--- src/rtl/sad_search_ctrl.sv ---
// Motion-search controller: issues candidate indices into a SAD pipeline, tracks the
// returning results and keeps the minimum SAD and its index.
module sad_search_ctrl #(
  parameter int unsigned IDX_W = 16,
  parameter int unsigned SAD_W = 16
) (
  input  logic             clk_i,
  input  logic             rst_ni,
  input  logic             start_i,
  input  logic [IDX_W-1:0] num_cand_i,
  input  logic             abort_i,
  input  logic             pipe_hold_i,
  output logic             issue_valid_o,
  output logic [IDX_W-1:0] issue_index_o,
  output logic             issue_trigger_o,
  input  logic             res_valid_i,
  input  logic [IDX_W-1:0] res_index_i,
  input  logic [SAD_W-1:0] res_sad_i,
  output logic             busy_o,
  output logic             done_o,
  output logic [IDX_W-1:0] best_index_o,
  output logic [SAD_W-1:0] best_sad_o,
  output logic             err_o
);

  // One extra bit so a count of 2^IDX_W-1 never wraps.
  localparam int unsigned CntW = IDX_W + 1;

  typedef enum logic [1:0] {StIdle, StIssue, StDrain, StDone} state_e;

  state_e           state_q, state_d;
  logic [CntW-1:0]  cnt_q, cnt_d;
  logic [CntW-1:0]  issue_cnt_q, issue_cnt_d;
  logic [CntW-1:0]  res_cnt_q, res_cnt_d;
  logic [CntW-1:0]  res_cnt_inc;
  logic             issue_valid_q, issue_valid_d;
  logic             issue_trigger_q, issue_trigger_d;
  logic [IDX_W-1:0] issue_index_q, issue_index_d;
  logic             busy_q, busy_d;
  logic             done_q, done_d;
  logic [IDX_W-1:0] best_index_q, best_index_d;
  logic [SAD_W-1:0] best_sad_q, best_sad_d;
  logic             err_q, err_d;
  logic             res_take;

  assign res_cnt_inc = res_cnt_q + CntW'(1);

  always_comb begin
    state_d         = state_q;
    cnt_d           = cnt_q;
    issue_cnt_d     = issue_cnt_q;
    res_cnt_d       = res_cnt_q;
    issue_valid_d   = 1'b0;
    issue_trigger_d = 1'b0;
    issue_index_d   = issue_index_q;
    done_d          = 1'b0;
    best_index_d    = best_index_q;
    best_sad_d      = best_sad_q;
    err_d           = err_q;
    res_take        = 1'b0;

    unique case (state_q)
      StIdle: begin
        if (start_i) begin
          cnt_d        = {1'b0, num_cand_i};
          issue_cnt_d  = '0;
          res_cnt_d    = '0;
          best_sad_d   = '1;
          best_index_d = '0;
          err_d        = 1'b0;
          if (num_cand_i == '0) begin
            state_d = StDone;
            done_d  = 1'b1;
          end else begin
            state_d = StIssue;
            // Registered issue: candidate 0 is visible in the first ISSUE cycle.
            if (!pipe_hold_i) begin
              issue_valid_d   = 1'b1;
              issue_index_d   = '0;
              issue_trigger_d = (num_cand_i == IDX_W'(1));
              issue_cnt_d     = CntW'(1);
            end
          end
        end
      end
      StIssue, StDrain: begin
        if (abort_i) begin
          state_d = StIdle;
        end else begin
          res_take = res_valid_i;
          if (res_valid_i && (res_cnt_inc == cnt_q)) begin
            state_d = StDone;
            done_d  = 1'b1;
          end else if (state_q == StIssue) begin
            if (issue_trigger_q) begin
              state_d = StDrain;
            end else if (!pipe_hold_i && (issue_cnt_q < cnt_q)) begin
              issue_valid_d   = 1'b1;
              issue_index_d   = issue_cnt_q[IDX_W-1:0];
              issue_trigger_d = (issue_cnt_q == (cnt_q - CntW'(1)));
              issue_cnt_d     = issue_cnt_q + CntW'(1);
            end
          end
        end
      end
      StDone: state_d = StIdle;
      default: state_d = StIdle;
    endcase

    if (res_take) begin
      res_cnt_d = res_cnt_inc;
      if ({1'b0, res_index_i} != res_cnt_q) err_d = 1'b1;
      // Strict compare keeps the earlier index on ties.
      if (res_sad_i < best_sad_q) begin
        best_sad_d   = res_sad_i;
        best_index_d = res_index_i;
      end
    end
    if (res_valid_i && ((state_q == StIdle) || (state_q == StDone))) err_d = 1'b1;

    busy_d = (state_d == StIssue) || (state_d == StDrain);
  end

  always_ff @(posedge clk_i or negedge rst_ni) begin
    if (!rst_ni) begin
      state_q         <= StIdle;
      cnt_q           <= '0;
      issue_cnt_q     <= '0;
      res_cnt_q       <= '0;
      issue_valid_q   <= 1'b0;
      issue_trigger_q <= 1'b0;
      issue_index_q   <= '0;
      busy_q          <= 1'b0;
      done_q          <= 1'b0;
      best_index_q    <= '0;
      best_sad_q      <= '1;
      err_q           <= 1'b0;
    end else begin
      state_q         <= state_d;
      cnt_q           <= cnt_d;
      issue_cnt_q     <= issue_cnt_d;
      res_cnt_q       <= res_cnt_d;
      issue_valid_q   <= issue_valid_d;
      issue_trigger_q <= issue_trigger_d;
      issue_index_q   <= issue_index_d;
      busy_q          <= busy_d;
      done_q          <= done_d;
      best_index_q    <= best_index_d;
      best_sad_q      <= best_sad_d;
      err_q           <= err_d;
    end
  end

  assign issue_valid_o   = issue_valid_q;
  assign issue_index_o   = issue_index_q;
  assign issue_trigger_o = issue_trigger_q;
  assign busy_o          = busy_q;
  assign done_o          = done_q;
  assign best_index_o    = best_index_q;
  assign best_sad_o      = best_sad_q;
  assign err_o           = err_q;

endmodule

--- config.mk ---
export PLATFORM = sky130hd
export DESIGN_NAME = sad_search_ctrl
export DESIGN_NICKNAME = d
export VERILOG_FILES = /design/src/rtl/sad_search_ctrl.sv
export SDC_FILE = /design/constraint.sdc
export NUM_CORES = 1
export LEC_CHECK = 0
export ABC_CLOCK_PERIOD_IN_PS = 4150
export CAP_MARGIN = 20
export CORE_MARGIN = 2
export CORE_UTILIZATION = 50
export CTS_BUF_LIST = sky130_fd_sc_hd__clkbuf_8
export DETAILED_ROUTE_END_ITERATION = 6
export PLACE_DENSITY = 0.87
export SLEW_MARGIN = 20
export SYNTH_ARGS = -nofsm -noshare
export SYNTH_HDL_FRONTEND = slang
export SYNTH_SLANG_ARGS = --single-unit
--- constraint.sdc ---
create_clock -name clk_i -period 4.15 [get_ports clk_i]
set_input_delay 0.83 -clock clk_i [delete_from_list [all_inputs] [get_ports clk_i]]
set_output_delay 0.83 -clock clk_i [all_outputs]
set_load 0.02 [all_outputs]
==> results.ini, run 1 <==
[outcome]
status = complete, no violations

[worst_setup_path]
path_class = reg2reg
cp_cell_sequence = ha_1 > and2_1 > nand4_4 > a2111oi_4 > o211ai_2 > a2111oi_4 > a2111o_4 > buf_4 > nor4b_1 > a221o_1
crit_top_cell = a2111oi_4
end_kind = flip-flop
required_ps = 4430
startpoint_type = flip-flop
critPathMaxStageDelay_ps = 570
worstPathArrival_ps = 3780
slowest_stage = a2111oi_4
worst-path-max-fanout = 34

[final_layout]
final_cell_mix = clkdlybuf4s50_1 (105), nand2_1 (99), dfrtp_1 (89), inv_1 (64), o21ai_0 (54)
syn_to_final_growth_pct = 18.04
nFillCells = 1140
insertedDiodeCount = 0
layout_commonest_cell = clkdlybuf4s50_1
fin_nets = 938
fin_area_um2 = 8325
drive_gt1_share_pct = 9.518

[floorplanning]
pin_count = 107
die_y_um = 122.8
die_x_um = 122.8
row_count = 43
die-area_um2 = 15070
core_um2 = 13830
initial_core_util_pct = 51.01

[sta]
setup_viol = 0
timing.setup.tns_ps = 0
clock.fmax_ghz = 0.2859
final_hold_viol_count = 0
slew_violations = 0
post-route-min-period_ps = 3497
skew_ps = 13.17
period_share_pct = 84.27
worst_slew_pin_slew_ps = 833.1
rsz0062_at_grt = no
max-slew-margin-rel_pct = 44.25

[worst_hold_path]
holdCritPathClass = in2async

[global_route]
grt_pass1_vias = 5636
gr-total-overflow = 0
grt_pass1_wl_mm = 27.25
grt_max_degree = 63
grt_usage_pct = 23.02
antenna_found_initial = 0

[cts]
ctsHoldBuffers = 0
root_buffer = clkbuf_8
h-tree-depth = 3
cts.repair.resized = 0
cts_tree = done
worstSkewPairLatency_ps = 400
numCtsBuffers = 9
clock-sinks = 105
clkTransAtPathRegs_ps = 100
post_cts_buffers = 0
clock_path_buffers = 2

[yosys]
postSynthCellCount = 774
ys_ff_latch = 105
async_flop_share_pct = 100.0
ys_seq_area_share_pct = 37.54
synthFlopType = dfrtp_1
synth_nets = 866
yosysWarnings = 0
synth_area_per_cell_um2 = 9.112
synth_edf_count = 0
synth_cell_types = 69
syn_area_um2 = 7053

[placement]
portBuffers = 106
dp_hpwl_mm = 12.56
gp_congestion = 0.9713
placed_cell_area_um2 = 8155

[power]
leakagePower_uw = 0.003832
vdd_ir_drop_max_uv = 410.6
powerDensity_nw_per_um2 = 552.2

[route]
routed_wl_mm = 16.75
route.detailed.drc = 0
drt-vias-per-instance = 5.732
first_iter_violations = 548
drtPass1Iterations = 5
vias = 5910
drtAntennaViolNets = 0
post_drt_wl_per_cell_um = 16.25

[flow_run]
maxCapViolations = 0

## synthesized netlist by cell type (5+ instances only)
cell,instances,area (um2)
clkbuf_1,35,131.4
mux2i_1,29,290.3
and3_1,9,56.30
o21ai_0,54,270.3
buf_2,7,35.03
o211ai_1,5,37.54
nor4_1,13,81.33
nand2_1,99,371.6
mux2_2,23,259.0
xnor2_1,27,236.5
a221o_1,6,60.06
nand3_1,20,100.1
a31oi_1,5,31.28
inv_1,63,236.5
and2_1,12,75.07
nand4_1,14,87.58
o31ai_1,10,75.07
dfstp_2,16,420.4
dfrtp_1,89,2227
nor2_1,32,120.1
a21oi_1,23,115.1
nand2b_1,5,31.28
nor4b_1,7,61.31
a211oi_1,5,37.54
nor3_1,17,85.08
xor2_1,31,271.5
nand3b_1,8,60.06
buf_4,6,45.04
ha_1,38,475.5
o221ai_1,7,61.31
nor2b_1,5,31.28
## sequential cells by signal, summed over array words and instances (netlist names), 2 cells and up
register	count
best_index_o	16
cnt_q	16
best_sad_o	16
issue_cnt_q	17
issue_index_o	16
res_cnt_q	17
state_q	2
## logic make-up (layout without fill, tap and decap cells)
| group | count (synthesis) | in the layout | share of synthesized area [%] |
|---|---|---|---|
| simple gates | 257 | 257 | 18.89 |
| buf+inv | 117 | 194 | 7.327 |
| flops | 105 | 105 | 37.54 |
| xor+xnor | 58 | 58 | 7.202 |
| fa+ha+maj | 38 | 38 | 6.741 |
| mux | 53 | 53 | 8.001 |
| compound gates | 146 | 146 | 14.30 |
## worst max-delay path: cells and delay by family, from the launching register on
kind	cells	cell delay, ps
buffers and inverters	1	310
flip-flops	1	500
AO/OA/AOI/OAI	5	1650
AND/OR/NAND/NOR	3	600
adder cells (fa/ha/maj)	1	320
## path summary, 6_finish.rpt
check / start / endpoint / slack, ps / cells after the start
max reg2reg: res_cnt_q[0] / issue_cnt_q[14] / 650 / 10
max: res_cnt_q[0] / issue_cnt_q[14] / 650 / 10
max in group asynchronous: rst_ni / best_sad_o[1] / 2790 / 2
min in group clk_i: issue_index_o[11] / issue_index_o[11] / 510 / 1
min reg2reg: issue_index_o[11] / issue_index_o[11] / 510 / 1
min: rst_ni / best_index_o[10] / 490 / 1
## routing by layer
| layer | global-route usage (%) | vias up | wire length (um) |
|---|---|---|---|
| li1 | - | 2859 | - |
| met1 | 29.86 | 2786 | 7276 |
| met2 | 38.36 | 230 | 8067 |
| met3 | 5.344 | 35 | 1059 |
| met4 | 6.681 | 0 | 349 |
| met5 | 0 | - | 0 |
## final cells by class
cell class | count | area, um2 | share of cell area (%)
tap | 180 | 225.2 | 2.705
sequential | 105 | 2648 | 31.80
clock buffer | 9 | 123.9 | 1.488
timing repair buffer | 115 | 1146 | 13.77
clock inverter | 7 | 46.29 | 0.5561
inverter | 63 | 236.5 | 2.840
multi-input combinational | 552 | 3900 | 46.84
## metrics by stage
step	util [%]	setup WS (ps)	hold slack, ps	power, uW	cells
2_1_floorplan	-	925.4	501.1	3240	774
3_3_place_gp	58.87	619.3	490.0	3888	1014
3_5_place_dp	58.98	564.1	491.5	3990	1015
4_1_cts	60.21	681.5	510.9	4597	1031
5_1_grt	60.21	382.2	530.7	4942	1031
6_report	60.21	652.7	489.2	4597	1031
## power breakdown
part           switching, uW  internal, uW  leakage, uW
combinational           1280          1040      0.00239
sequential               349          1340      0.00135
clock                    379           220    0.0000925
Note: power is estimated with default switching activity, not from simulation.
==> run 2, diff against run 1 <==
--- a/config.mk
+++ b/config.mk
@@ -5,7 +5,7 @@
 export SDC_FILE = /design/constraint.sdc
 export NUM_CORES = 1
 export LEC_CHECK = 0
-export ABC_CLOCK_PERIOD_IN_PS = 4150
+export ABC_CLOCK_PERIOD_IN_PS = 3300
 export CAP_MARGIN = 20
 export CORE_MARGIN = 2
 export CORE_UTILIZATION = 50
==> constraint.sdc (replaced) <==
create_clock -name clk_i -period 3.3 [get_ports clk_i]
set_input_delay 0.66 -clock clk_i [delete_from_list [all_inputs] [get_ports clk_i]]
set_output_delay 0.66 -clock clk_i [all_outputs]
set_load 0.02 [all_outputs]
==> run 2 against run 1 <==
  * Worst hold slack worse by 210 ps
  * Sequential share of layout area fell by 0.83 points
  * First-iteration DRC count down 17%
  * Sequential cell count stayed put
  * Register-to-register slack worse by 470 ps
  * Total power increased by 30%
  * Core utilization up 1.6 points
  * Via count rose by 2.4%
  * Design area is 2.7% higher
  * Critical endpoint is now issue_index_o[0]
==> results.ini, run 2 (same netlist as run 1, synthesis figures left out) <==
[power]
combPwrFrac_pct = 54.4  ; +4.1 points
power_frac_seq_pct = 33.0  ; -3.6 points
internal-power_uw = 3394  ; +31%
clock_power_share_pct = 12.7  ; -0.3 points
powerDensity_nw_per_um2 = 699.8  ; +27%
switching_share_pct = 43.26  ; -0.37 points
vdd_ir_drop_max_uv = 470.9  ; +15%
leakagePower_uw = 0.003963  ; +3.4%
p_switching_uw = 2588  ; +29%

[cts]
root_buffer = clkbuf_8
ctsHoldBuffers = 0  ; unchanged
h-tree-depth = 3  ; unchanged
clock-sinks = 105  ; unchanged
numCtsBuffers = 9  ; unchanged
cts_tree = done
worstSkewPairLatency_ps = 410  ; about the same
clkTransAtPathRegs_ps = 100  ; about the same
clock_path_buffers = 2  ; unchanged

[final_layout]
final_cell_mix = clkdlybuf4s50_1 (105), nand2_1 (99), dfrtp_1 (89), inv_1 (64), o21ai_0 (54)
layout_commonest_cell = clkdlybuf4s50_1
insertedDiodeCount = 0  ; unchanged
top_regs = issue_cnt_q x17, res_cnt_q x17
fin_nets = 964  ; +2.8%
drive_gt1_share_pct = 12.66  ; +3.1 points
syn_to_final_growth_pct = 21.20

[floorplanning]
die_y_um = 122.8  ; unchanged
die-area_um2 = 15070  ; unchanged
row_count = 43  ; unchanged
initial_core_util_pct = 51.01  ; unchanged
core_um2 = 13830  ; unchanged
pin_count = 107  ; unchanged
die_x_um = 122.8  ; unchanged

[sta]
period_share_pct = 94.35  ; +10 points
rsz0062_at_grt = no
final_hold_viol_count = 0  ; unchanged
max-slew-margin-rel_pct = 57.02  ; +13 points
skew_ps = 8.034  ; -5.132 ps
setup_viol = 0  ; unchanged
clock.fmax_ghz = 0.3212  ; +12%
fin_ws_ps = 186.3  ; -466.4 ps
timing.setup.tns_ps = 0  ; unchanged
post-route-min-period_ps = 3114  ; -383.6 ps
hold_slack_ps = 275.4  ; -213.8 ps
worst_slew_pin_slew_ps = 643.1  ; -190.0 ps
slew_violations = 0  ; unchanged

[route]
first_iter_violations = 453  ; -17%
post_drt_wl_per_cell_um = 16.37  ; +0.73%
route.detailed.drc = 0  ; unchanged
drtPass1Iterations = 6  ; +1
routed_wl_mm = 17.30  ; +3.3%
drtAntennaViolNets = 0  ; unchanged
drt-vias-per-instance = 5.724  ; -0.15%
vias = 6050  ; +2.4%

[worst_setup_path]
required_ps = 3600  ; -830 ps
worst-path-max-fanout = 13  ; -62%
r2r-start = res_cnt_q[1]
startpoint_type = flip-flop
path_class = reg2reg
worstPathArrival_ps = 3410  ; -370 ps
end_kind = flip-flop
cp-startpoint = res_cnt_q[1]

[global_route]
grt_pass1_vias = 5936  ; +5.3%
gr-total-overflow = 0  ; unchanged
grt_pass1_wl_mm = 28.21  ; +3.5%
grt_max_degree = 106  ; +68%
antenna_found_initial = 0  ; unchanged
grt_usage_pct = 23.72  ; +0.70 points

[placement]
post-place-ws_ps = 95.34  ; -468.8 ps
portBuffers = 106  ; unchanged
gp_congestion = 0.9175  ; -5.5%
dp_hpwl_mm = 12.94  ; +3.0%

[flow_run]
maxCapViolations = 0  ; unchanged

[outcome]
status = complete, no violations

[worst_hold_path]
holdCritPathClass = in2async

==> run 2: final timing paths <==
kind | endpoint | slack (ps) | cells past startpoint
max in group asynchronous | issue_cnt_q[1] | 2550 | 2
min in group clk_i | issue_index_o[11] | 520 | 1
setup / recovery | issue_index_o[0] | 190 | 10
hold reg to reg | issue_index_o[11] | 520 | 1
hold / removal | best_index_o[10] | 280 | 2
setup reg to reg | issue_index_o[0] | 190 | 10
==> run 2: layout make-up <==
class	instances	area, um2
inverter	63	236.5
tap	180	225.2
clock buffer	9	123.9
clock inverter	7	46.29
timing repair buffer	141	1346
fill	1109	5279
sequential	105	2648
multi-input combinational	552	3923
==> run 2: power by group through the flow <==
stage / combinational [uW] / sequential [uW] / clock (uW)
floorplan: 1900 / 2180 / 0
global placement: 3060 / 1980 / 0
detailed placement: 3180 / 1990 / 0
CTS: 3190 / 1970 / 772
global route: 3590 / 2020 / 820
finish: 3250 / 1970 / 758
==> run 2: repair_timing <==
action                                  CTS  global route
endpoints found under the setup margin    0            18
gates resized for setup                   0             5
buffers inserted                          0             0
==> run 2: through the flow <==
stage	power, uW	cell area, um2	std cells	utilization [%]
finish	5982	8548	1057	61.82
global route	6428	8548	1057	61.82
CTS	5936	8526	1057	61.66
detailed placement	5170	8356	1041	60.43
global placement	5036	8356	1041	60.43
floorplan	4074	7053	774	-
==> run 2: metal layers <==
metal | up-vias | wire, um | track usage (%)
met4 | 0 | 425 | 8.046
met3 | 41 | 1077 | 5.390
met5 | - | 0 | 0
met1 | 2881 | 7279 | 29.64
li1 | 2909 | - | -
met2 | 219 | 8520 | 40.33
==> run 2: critical path, stage by stage (launching register included) <==
cell       delay (ps)
dfrtp_1           470
ha_1              210
buf_4             140
nand3_1           120
nor4_2            330
xnor2_1           260
o211ai_1          250
a2111oi_4         340
a2111o_4          250
o21bai_4          240
mux2_2            390
